[src/rtl/pcpi_bridge_pkg.sv]
// Shared types and default constants for the PCPI serial bridge.
// Holds the bridge FSM state enum and an index-width helper.
package pcpi_bridge_pkg;

    localparam int DEF_SEG_W   = 4;
    localparam int DEF_INSN_W  = 32;
    localparam int DEF_RD_W    = 32;
    localparam int DEF_TIMEOUT = 255;

    typedef enum logic [1:0] {
        ST_LOAD  = 2'd0,
        ST_ISSUE = 2'd1,
        ST_DRAIN = 2'd2
    } state_t;

    // Index width that stays legal when there is only one segment.
    function automatic int idx_w(input int n);
        return (n > 1) ? $clog2(n) : 1;
    endfunction

endpackage

[src/rtl/pcpi_seg_slicer.sv]
// W-bit register with indexed SEG_W slice write, full parallel load
// and indexed SEG_W slice read.
// Ports: clk, rst_n (async low), i_wr_en/i_wr_idx/i_wr_seg slice write,
//        i_ld_en/i_ld_val full load (wins over slice write),
//        i_rd_idx/o_rd_seg slice read, o_q whole register.
module pcpi_seg_slicer #(
    parameter int W     = 32,
    parameter int SEG_W = 4,
    parameter int IDX_W = 3
) (
    input  logic             clk,
    input  logic             rst_n,
    input  logic             i_wr_en,
    input  logic [IDX_W-1:0] i_wr_idx,
    input  logic [SEG_W-1:0] i_wr_seg,
    input  logic             i_ld_en,
    input  logic [W-1:0]     i_ld_val,
    input  logic [IDX_W-1:0] i_rd_idx,
    output logic [SEG_W-1:0] o_rd_seg,
    output logic [W-1:0]     o_q
);

    logic [W-1:0] r_q;

    always_ff @(posedge clk or negedge rst_n) begin
        if (!rst_n) begin
            r_q <= '0;
        end else if (i_ld_en) begin
            r_q <= i_ld_val;
        end else if (i_wr_en) begin
            r_q[i_wr_idx*SEG_W +: SEG_W] <= i_wr_seg;
        end
    end

    assign o_rd_seg = r_q[i_rd_idx*SEG_W +: SEG_W];
    assign o_q      = r_q;

endmodule

[src/rtl/pcpi_serial_bridge.sv]
// Serial host to PCPI bridge: loads an instruction SEG_W bits at a time,
// issues it on PCPI, then streams the result back SEG_W bits at a time.
// Ports: clk, rst_n (async low); seg_in/seg_valid/seg_ack host load;
//        pcpi_valid/pcpi_insn/pcpi_ready/pcpi_wr/pcpi_wait/pcpi_rd PCPI;
//        rd_seg_out/rd_seg_valid/rd_seg_ack result readback; busy, err.
// Option: define PCPI_TIMEOUT_EN to abort ISSUE after TIMEOUT idle cycles.
module pcpi_serial_bridge
    import pcpi_bridge_pkg::*;
#(
    parameter int SEG_W   = DEF_SEG_W,
    parameter int INSN_W  = DEF_INSN_W,
    parameter int RD_W    = DEF_RD_W,
    parameter int TIMEOUT = DEF_TIMEOUT
) (
    input  logic              clk,
    input  logic              rst_n,
    input  logic [SEG_W-1:0]  seg_in,
    input  logic              seg_valid,
    output logic              seg_ack,
    output logic              pcpi_valid,
    output logic [INSN_W-1:0] pcpi_insn,
    input  logic              pcpi_ready,
    input  logic              pcpi_wr,
    input  logic              pcpi_wait,
    input  logic [RD_W-1:0]   pcpi_rd,
    output logic [SEG_W-1:0]  rd_seg_out,
    output logic              rd_seg_valid,
    input  logic              rd_seg_ack,
    output logic              busy,
    output logic              err
);

    localparam int NSEG_I = INSN_W / SEG_W;
    localparam int NSEG_R = RD_W / SEG_W;
    localparam int IW     = idx_w(NSEG_I);
    localparam int RW     = idx_w(NSEG_R);
    localparam logic [IW-1:0] LAST_I = IW'(NSEG_I - 1);
    localparam logic [RW-1:0] LAST_R = RW'(NSEG_R - 1);

    if ((INSN_W % SEG_W) != 0) begin : g_bad_insn_w
        $error("INSN_W must be a multiple of SEG_W");
    end
    if ((RD_W % SEG_W) != 0) begin : g_bad_rd_w
        $error("RD_W must be a multiple of SEG_W");
    end

    state_t          r_state;
    state_t          w_next;
    logic            r_sv_q;
    logic            r_seg_ack;
    logic [IW-1:0]   r_idx;
    logic [RW-1:0]   r_ridx;
    logic            w_cap;
    logic            w_cap_last;
    logic            w_rd_adv;
    logic            w_ld_rd;
    logic            w_tmo;
    logic [SEG_W-1:0] w_insn_seg_unused;
    logic [RD_W-1:0]  w_res_q_unused;

    // Strobe edge is only honoured while loading.
    assign w_cap      = seg_valid & ~r_sv_q & (r_state == ST_LOAD);
    assign w_cap_last = w_cap & (r_idx == LAST_I);
    assign w_rd_adv   = rd_seg_ack & (r_state == ST_DRAIN);
    assign w_ld_rd    = (r_state == ST_ISSUE) & pcpi_ready & pcpi_wr;

    always_ff @(posedge clk or negedge rst_n) begin
        if (!rst_n) begin
            r_state <= ST_LOAD;
        end else begin
            r_state <= w_next;
        end
    end

    // A ready in the timeout cycle completes normally.
    always_comb begin
        w_next = r_state;
        unique case (r_state)
            ST_LOAD: begin
                if (w_cap_last) begin
                    w_next = ST_ISSUE;
                end
            end
            ST_ISSUE: begin
                if (pcpi_ready) begin
                    w_next = pcpi_wr ? ST_DRAIN : ST_LOAD;
                end else if (w_tmo) begin
                    w_next = ST_LOAD;
                end
            end
            ST_DRAIN: begin
                if (w_rd_adv && (r_ridx == LAST_R)) begin
                    w_next = ST_LOAD;
                end
            end
            default: w_next = ST_LOAD;
        endcase
    end

    always_ff @(posedge clk or negedge rst_n) begin
        if (!rst_n) begin
            r_sv_q    <= 1'b0;
            r_seg_ack <= 1'b0;
            r_idx     <= '0;
            r_ridx    <= '0;
        end else begin
            r_sv_q    <= seg_valid;
            r_seg_ack <= w_cap;
            if (w_cap) begin
                r_idx <= w_cap_last ? '0 : r_idx + 1'b1;
            end
            if (w_rd_adv) begin
                r_ridx <= (r_ridx == LAST_R) ? '0 : r_ridx + 1'b1;
            end
        end
    end

`ifdef PCPI_TIMEOUT_EN
    localparam int TMO_W = $clog2(TIMEOUT + 1);

    if (TIMEOUT < 1) begin : g_bad_timeout
        $error("TIMEOUT must be at least 1");
    end

    logic [TMO_W-1:0] r_tmo;
    logic             r_err;

    // Counter is held at zero outside ISSUE, so every entry starts fresh.
    always_ff @(posedge clk or negedge rst_n) begin
        if (!rst_n) begin
            r_tmo <= '0;
        end else if ((r_state != ST_ISSUE) || pcpi_wait) begin
            r_tmo <= '0;
        end else begin
            r_tmo <= r_tmo + 1'b1;
        end
    end

    assign w_tmo = (r_state == ST_ISSUE) & ~pcpi_wait
                 & (r_tmo == TMO_W'(TIMEOUT - 1));

    always_ff @(posedge clk or negedge rst_n) begin
        if (!rst_n) begin
            r_err <= 1'b0;
        end else if (w_tmo && !pcpi_ready) begin
            r_err <= 1'b1;
        end else if (w_cap && (r_idx == '0)) begin
            r_err <= 1'b0;
        end
    end

    assign err = r_err;
`else
    logic [1:0] w_tmo_unused;

    assign w_tmo_unused = {pcpi_wait, (TIMEOUT > 0)};
    assign w_tmo        = 1'b0;
    assign err          = 1'b0;
`endif

    pcpi_seg_slicer #(
        .W     (INSN_W),
        .SEG_W (SEG_W),
        .IDX_W (IW)
    ) u_insn (
        .clk      (clk),
        .rst_n    (rst_n),
        .i_wr_en  (w_cap),
        .i_wr_idx (r_idx),
        .i_wr_seg (seg_in),
        .i_ld_en  (1'b0),
        .i_ld_val ('0),
        .i_rd_idx ('0),
        .o_rd_seg (w_insn_seg_unused),
        .o_q      (pcpi_insn)
    );

    pcpi_seg_slicer #(
        .W     (RD_W),
        .SEG_W (SEG_W),
        .IDX_W (RW)
    ) u_result (
        .clk      (clk),
        .rst_n    (rst_n),
        .i_wr_en  (1'b0),
        .i_wr_idx ('0),
        .i_wr_seg ('0),
        .i_ld_en  (w_ld_rd),
        .i_ld_val (pcpi_rd),
        .i_rd_idx (r_ridx),
        .o_rd_seg (rd_seg_out),
        .o_q      (w_res_q_unused)
    );

    assign seg_ack      = r_seg_ack;
    assign pcpi_valid   = (r_state == ST_ISSUE);
    assign rd_seg_valid = (r_state == ST_DRAIN);
    assign busy         = (r_state != ST_LOAD);

endmodule

[config.mk]
export PLATFORM = sky130hd
export DESIGN_NAME = pcpi_serial_bridge
export DESIGN_NICKNAME = d
export VERILOG_FILES = /design/src/rtl/pcpi_bridge_pkg.sv /design/src/rtl/pcpi_seg_slicer.sv /design/src/rtl/pcpi_serial_bridge.sv
export SDC_FILE = /design/constraint.sdc
export NUM_CORES = 1
export LEC_CHECK = 0
export ABC_AREA = 1
export CAP_MARGIN = 30
export CORE_ASPECT_RATIO = 1.2
export CORE_MARGIN = 3
export CORE_UTILIZATION = 35
export CTS_CLUSTER_DIAMETER = 150
export DETAILED_ROUTE_END_ITERATION = 10
export GPL_TIMING_DRIVEN = 1
export PLACE_DENSITY = 0.57
export SETUP_SLACK_MARGIN = 0.05
export SYNTH_ARGS = -nofsm -noshare
export SYNTH_HDL_FRONTEND = slang
export SYNTH_SLANG_ARGS = --single-unit
[constraint.sdc]
create_clock -name clk -period 2.6 [get_ports clk]
set_input_delay 0.26 -clock clk [delete_from_list [all_inputs] [get_ports clk]]
set_output_delay 0.26 -clock clk [all_outputs]
set_load 0.02 [all_outputs]
**Word-level counts from Yosys, hierarchy flattened**

Cells that the tools add are included.

- Multiply operators: 0
- Divide/modulo/power cells: 0
- Shifts and indexed selects: 3
- Bitwise gates (word level): 7
- $add $sub $neg: 3
- $lt $le $gt $ge: 0
- Eq/ne operators: 7
- Mux-type cells: 8
- Reduce and logical (&&, ||, !) cells: 4

Operators with widths:

| kind | count |
|---|---|
| $neg A5 Y34 | 1 |
| $shift A4 B34 Y32 const A | 1 |
| $shiftx A4 B34 Y32 | 1 |
| $bwmux W32 | 1 |
| $shiftx A32 B6 Y4 | 1 |
| $mux W2 | 4 |
| $add A3 B1 Y3 const B | 2 |
| $and A1 B1 Y1 | 6 |
| $eq A3 B3 Y1 const B | 2 |
| $mux W3 | 2 |
| $pmux W2 S3 | 1 |
| $ne A2 B1 Y1 const B | 2 |
| $reduce_and A3 Y1 | 1 |
| $eq A2 B1 Y1 const B | 1 |
| $eq A2 B2 Y1 const B | 1 |
| $logic_not A2 Y1 | 1 |
| $ne A2 B2 Y1 const B | 1 |
| $reduce_bool A2 Y1 | 1 |
| $logic_and A1 B1 Y1 | 1 |
| $not A1 Y1 | 1 |

- ROM bits: 0
- Output and inout bits: 41
- Memories: 0
- Input port bits: 43
- Register bits after elaboration: 74
- Logic and storage cells: 39
- Bits in writable memories: 0
- Bits in latches: 0

**Depth between registers and ports, before layout**

- Depth in word-level cells: 6
- Gate-level depth with buffers: 9
- Gate-level depth less buffers: 9

**By module**

From an unflattened synthesis, not the netlist that was laid out.

- Cell total of the unflattened synthesis: 715
- Area total of the unflattened synthesis: 4830.9 µm²

By module, submodules not included:

| module | times used | area each (µm²) | cells each |
|---|---|---|---|
| pcpi_seg_slicer (u_result) | 1 | 2194.6 | 342 |
| pcpi_seg_slicer (u_insn) | 1 | 2143.3 | 315 |
| pcpi_serial_bridge | 1 | 493.0 | 58 |

**Least setup slack after synthesis**

Ideal clock, no wire load.

- Path kind: flip-flop to flip-flop
- Start point: reg r_idx[0]
- End point: reg u_insn.r_q[0] (netlist: u_insn.o_q[0])
- Data required time: 2483 ps
- Data arrival time: 1575 ps
- Clock period less this slack: 1692 ps
- Buffers on the path: 0
- Cell stages (with the launch flop): 10
- Setup slack: 908 ps
- Cells stage by stage: dfrtp_1 inv_1 ha_1 ha_1 nor2_1 nand2_1 nor2_4 nand2_1 nand2_1 nand2_1

- Longest elaborated chain between the ends: 3
- Elaborated cells between the ends (all ways): 4
- Those cells by class: add/sub (1); shift (2); mux (1)

RTL lines:

| item | line | source |
|---|---|---|
| start, declared | pcpi_serial_bridge.sv:51 | `logic [IW-1:0] r_idx;` |
| start signal, assigned | pcpi_serial_bridge.sv:110 | `r_idx <= w_cap_last ? '0 : r_idx + 1'b1;` |
| $neg A5 Y34 * | pcpi_seg_slicer.sv:31 | `r_q[i_wr_idx*SEG_W +: SEG_W] <= i_wr_seg;` |
| $shiftx A4 B34 Y32 / $shift A4 B34 Y32 (equally long branches) | pcpi_seg_slicer.sv:31 |  |
| $bwmux W32 * | pcpi_seg_slicer.sv:31 |  |
| end signal, assigned | pcpi_seg_slicer.sv:29 | `r_q <= i_ld_val;` |
| end signal, assigned by index | pcpi_seg_slicer.sv:31 |  |
| end, declared | pcpi_seg_slicer.sv:23 | `logic [W-1:0] r_q;` |

Mark *: on every way between the ends. The rest lies on a longest branch, timed or not.
A chain may end at the register's enable or synchronous reset.

**Worst setup path in the final report**

- Start point: reg r_ridx[1]
- End point: out rd_seg_out[0]

- Longest elaborated chain between the ends: 1

RTL lines:

| item | line | source |
|---|---|---|
| start, declared | pcpi_serial_bridge.sv:52 | `logic [RW-1:0] r_ridx;` |
| start signal, assigned | pcpi_serial_bridge.sv:113 | `r_ridx <= (r_ridx == LAST_R) ? '0 : r_ridx + 1'b1;` |
| $shiftx A32 B6 Y4 | pcpi_seg_slicer.sv:35 | `assign o_rd_seg = r_q[i_rd_idx*SEG_W +: SEG_W];` |
| end, declared | pcpi_serial_bridge.sv:26 | `output logic [SEG_W-1:0] rd_seg_out,` |

Every way passes these cells.

==> qor.yml <==
status:
  status: "finished, final reports clean"
drt:
  routed_wl_um: 8840
  vias_per_cell: 4.57
  ant_nets: 0
  met3_length_um: 365
  dr.max_layer_used: "met4"
  wl_per_cell_um: 13.2
  met1_length_um: 3960
  vias: 3061
  wl_met2_um: 4390
  drtIter0Drc: 61
  firstDrtPassIters: 4
  drc: 0
pwr:
  leakagePower_nw: 2.41
  ir_worst_vdd_uv: 540
  p_per_area_nw_per_um2: 1210
  finalPower_mw: 6.03
critical_path:
  crit_family: "buffers and inverters"
  crit_fanout: 8
  cpPeakStageDelay_ns: 0.60
  startpoint_type: "flop"
  path_buf_inv: 3
  cp_data_required_time_ns: 2.34
  crit_chain: "inv_1, buf_4, nor2_1, o21ai_0, nand2_1, nand2_1, nand2_1, clkdlybuf4s50_1"
  cpMaxStageDelayCell: "clkdlybuf4s50_1"
  path_class: "reg2out"
  worstSetupEndpointType: "output pin"
  cpMostUsedCell: "nand2_1"
  arrival_ns: 2.10
cells_and_area:
  area_delta_synth_final_pct: 33.6
  final_cell_count_no_fill: 670
  final_nets: 592
  drive_gt1_share_pct: 8.46
  final_util_pct: 48.7
  antenna_cells: 0
  final_cell_area_um2: 4970
floorplan:
  start_util_pct: 36.5
  dieHeight_um: 119
  core_um2: 10200
  rows: 40
  io_pins: 84
  die_x_um: 100
  die_area_um2: 11900
logic_synthesis:
  synthArstFlopShare_pct: 100
  avgSynthCellArea_um2: 8.15
  synth_common_cells: "132 x nand2_1, 74 x dfrtp_1, 56 x inv_1"
  synth_edf_count: 0
  synth_top_area_cell: "dfrtp_1"
  ys.flop_type: "dfrtp_1"
  synth.top_cell.area_share_pct: 49.7
  yosysWarnings: 0
  synthCells: 457
  synth-seq-cells: 74
  synth_most_common_cell: "nand2_1"
  synth_area_leaders: "dfrtp_1 50%, nand2_1 13%, o21ai_0 5.9%"
  ys_types: 27
  syn_nets: 509
  syn_area_um2: 3720
  seq_area_frac_synth_pct: 49.7
clock_tree:
  cts_max_level: 3
  cts_buffer_depth: 2
  postCtsSetupBuffers: 0
  cts_tree: "yes"
  cts_buffers: 9
  cts_root_buffer: "clkbuf_16"
  clkSinkCount: 74
  clkLatencyLatePin_ns: 0.32
  clk_pin_slew_ns: 0.06
timing:
  fmax_mhz: 423
  fin_crit_sh_pct: 90.8
  rsz0062_at_grt: "false"
  timing.final.crit_period_ns: 2.36
  hold_violations: 0
  setup_viol: 0
  final.setup_skew_ns: 0.00471
  worstMarginPinSlew_ns: 0.674
  slew_headroom_pct: 55.1
  drv_slew: 0
  setup_tns_ns: 0
place:
  place.gp.congestion: 0.819
  port_buffers: 81
  dp_cells: 654
  dp_hpwl_um: 6520
  place_area_um2: 4620
global_route:
  grt_max_degree: 48
  antenna_found_initial: 0
  globalRouteOverflowTotal: 0
  grt_use_total_pct: 15.3
  grt_pass1_vias: 3137
  grt_pass1_wl_um: 14800
run:
  drv_cap: 0
worst_hold_path:
  hp-class: "in2reg"
==> area by class of cell <==
cell class	count	area [µm²]
Sequential cell	74	1850
Clock buffer	10	239
Fill cell	1025	5240
Timing Repair Buffer	88	873
Inverter	59	224
Clock inverter	5	103
Multi-Input combinational cell	308	1520
Tap cell	126	158
==> metrics by stage <==
| stage | setup WS [ns] | hold WS (ns) |
|---|---|---|
| 2_1_floorplan | 0.908 | -0.0356 |
| 3_3_place_gp | 0.497 | 0.322 |
| 3_5_place_dp | 0.475 | 0.338 |
| 4_1_cts | 0.108 | 0.435 |
| 5_1_grt | 0.0911 | 0.445 |
| 6_report | 0.238 | 0.444 |
==> timing repair <==
item | in CTS | in global routing
gates resized for setup | 0 | 1
setup endpoints to repair | 0 | 4
endpoints found under the hold margin | 27 | 0
hold buffers | 1 | 0
==> where the power goes <==
part | internal [mW] | switching (mW) | total [mW]
Clock | 0.956 | 0.463 | 1.42
Combinational | 1.07 | 1.58 | 2.65
Sequential | 1.64 | 0.312 | 1.96
==> flip-flops by register name, indices dropped and copies added (netlist names) <==
register      cells
u_insn.o_q       32
r_sv_q            1
r_ridx            3
r_state           2
seg_ack           1
r_idx             3
u_result.o_q     32
==> worst reg2reg max path, delay by kind of cell (launching register included) <==
family,cells,cell delay (ns)
flops,1,0.35
fa+ha+maj,2,0.75
simple gates,4,0.73
buf+inv,1,0.12
==> layer usage <==
layer | global-route usage, % | vias up
met1 | 19.5 | 1397
met4 | 4.55 | 0
met3 | 3.28 | 12
met2 | 25.7 | 64
met5 | 0 | -
li1 | - | 1588
==> kinds of logic after synthesis <==
logic type / Yosys count / synth area share [%]
AOI/OAI and AO/OA: 72 / 10.1
adders and majority gates: 9 / 3.03
buffers and inverters: 75 / 9.31
DFF: 74 / 49.7
other: 1 / 0.101
and+or+nand+nor: 226 / 27.8
==> path summary, 6_finish.rpt <==
check / from / to / slack (ns) / depth (start not counted)
worst min register to register: u_insn.o_q[0] / u_insn.o_q[0] / 0.47 / 2
worst min-delay path: seg_valid / r_sv_q / 0.44 / 1
worst max register to register: r_idx[0] / u_insn.o_q[27] / 0.53 / 7
min in group asynchronous: rst_n / u_result.o_q[31] / 0.50 / 2
worst max-delay path: r_ridx[1] / rd_seg_out[0] / 0.24 / 8
max in group asynchronous: rst_n / u_result.o_q[5] / 1.41 / 3
==> cells in the final DEF (no fill, tap or decap), drive strengths merged, types with 7 or more instances in the layout <==
| cell type | n |
|---|---|
| nand2 | 135 |
| clkdlybuf4s50 | 80 |
| dfrtp | 74 |
| o21ai | 63 |
| inv | 59 |
| nor2 | 59 |
| nand3 | 25 |
| clkbuf | 10 |
| ha | 9 |
| buf | 7 |
No activity file was read; power rests on OpenSTA's default activity.
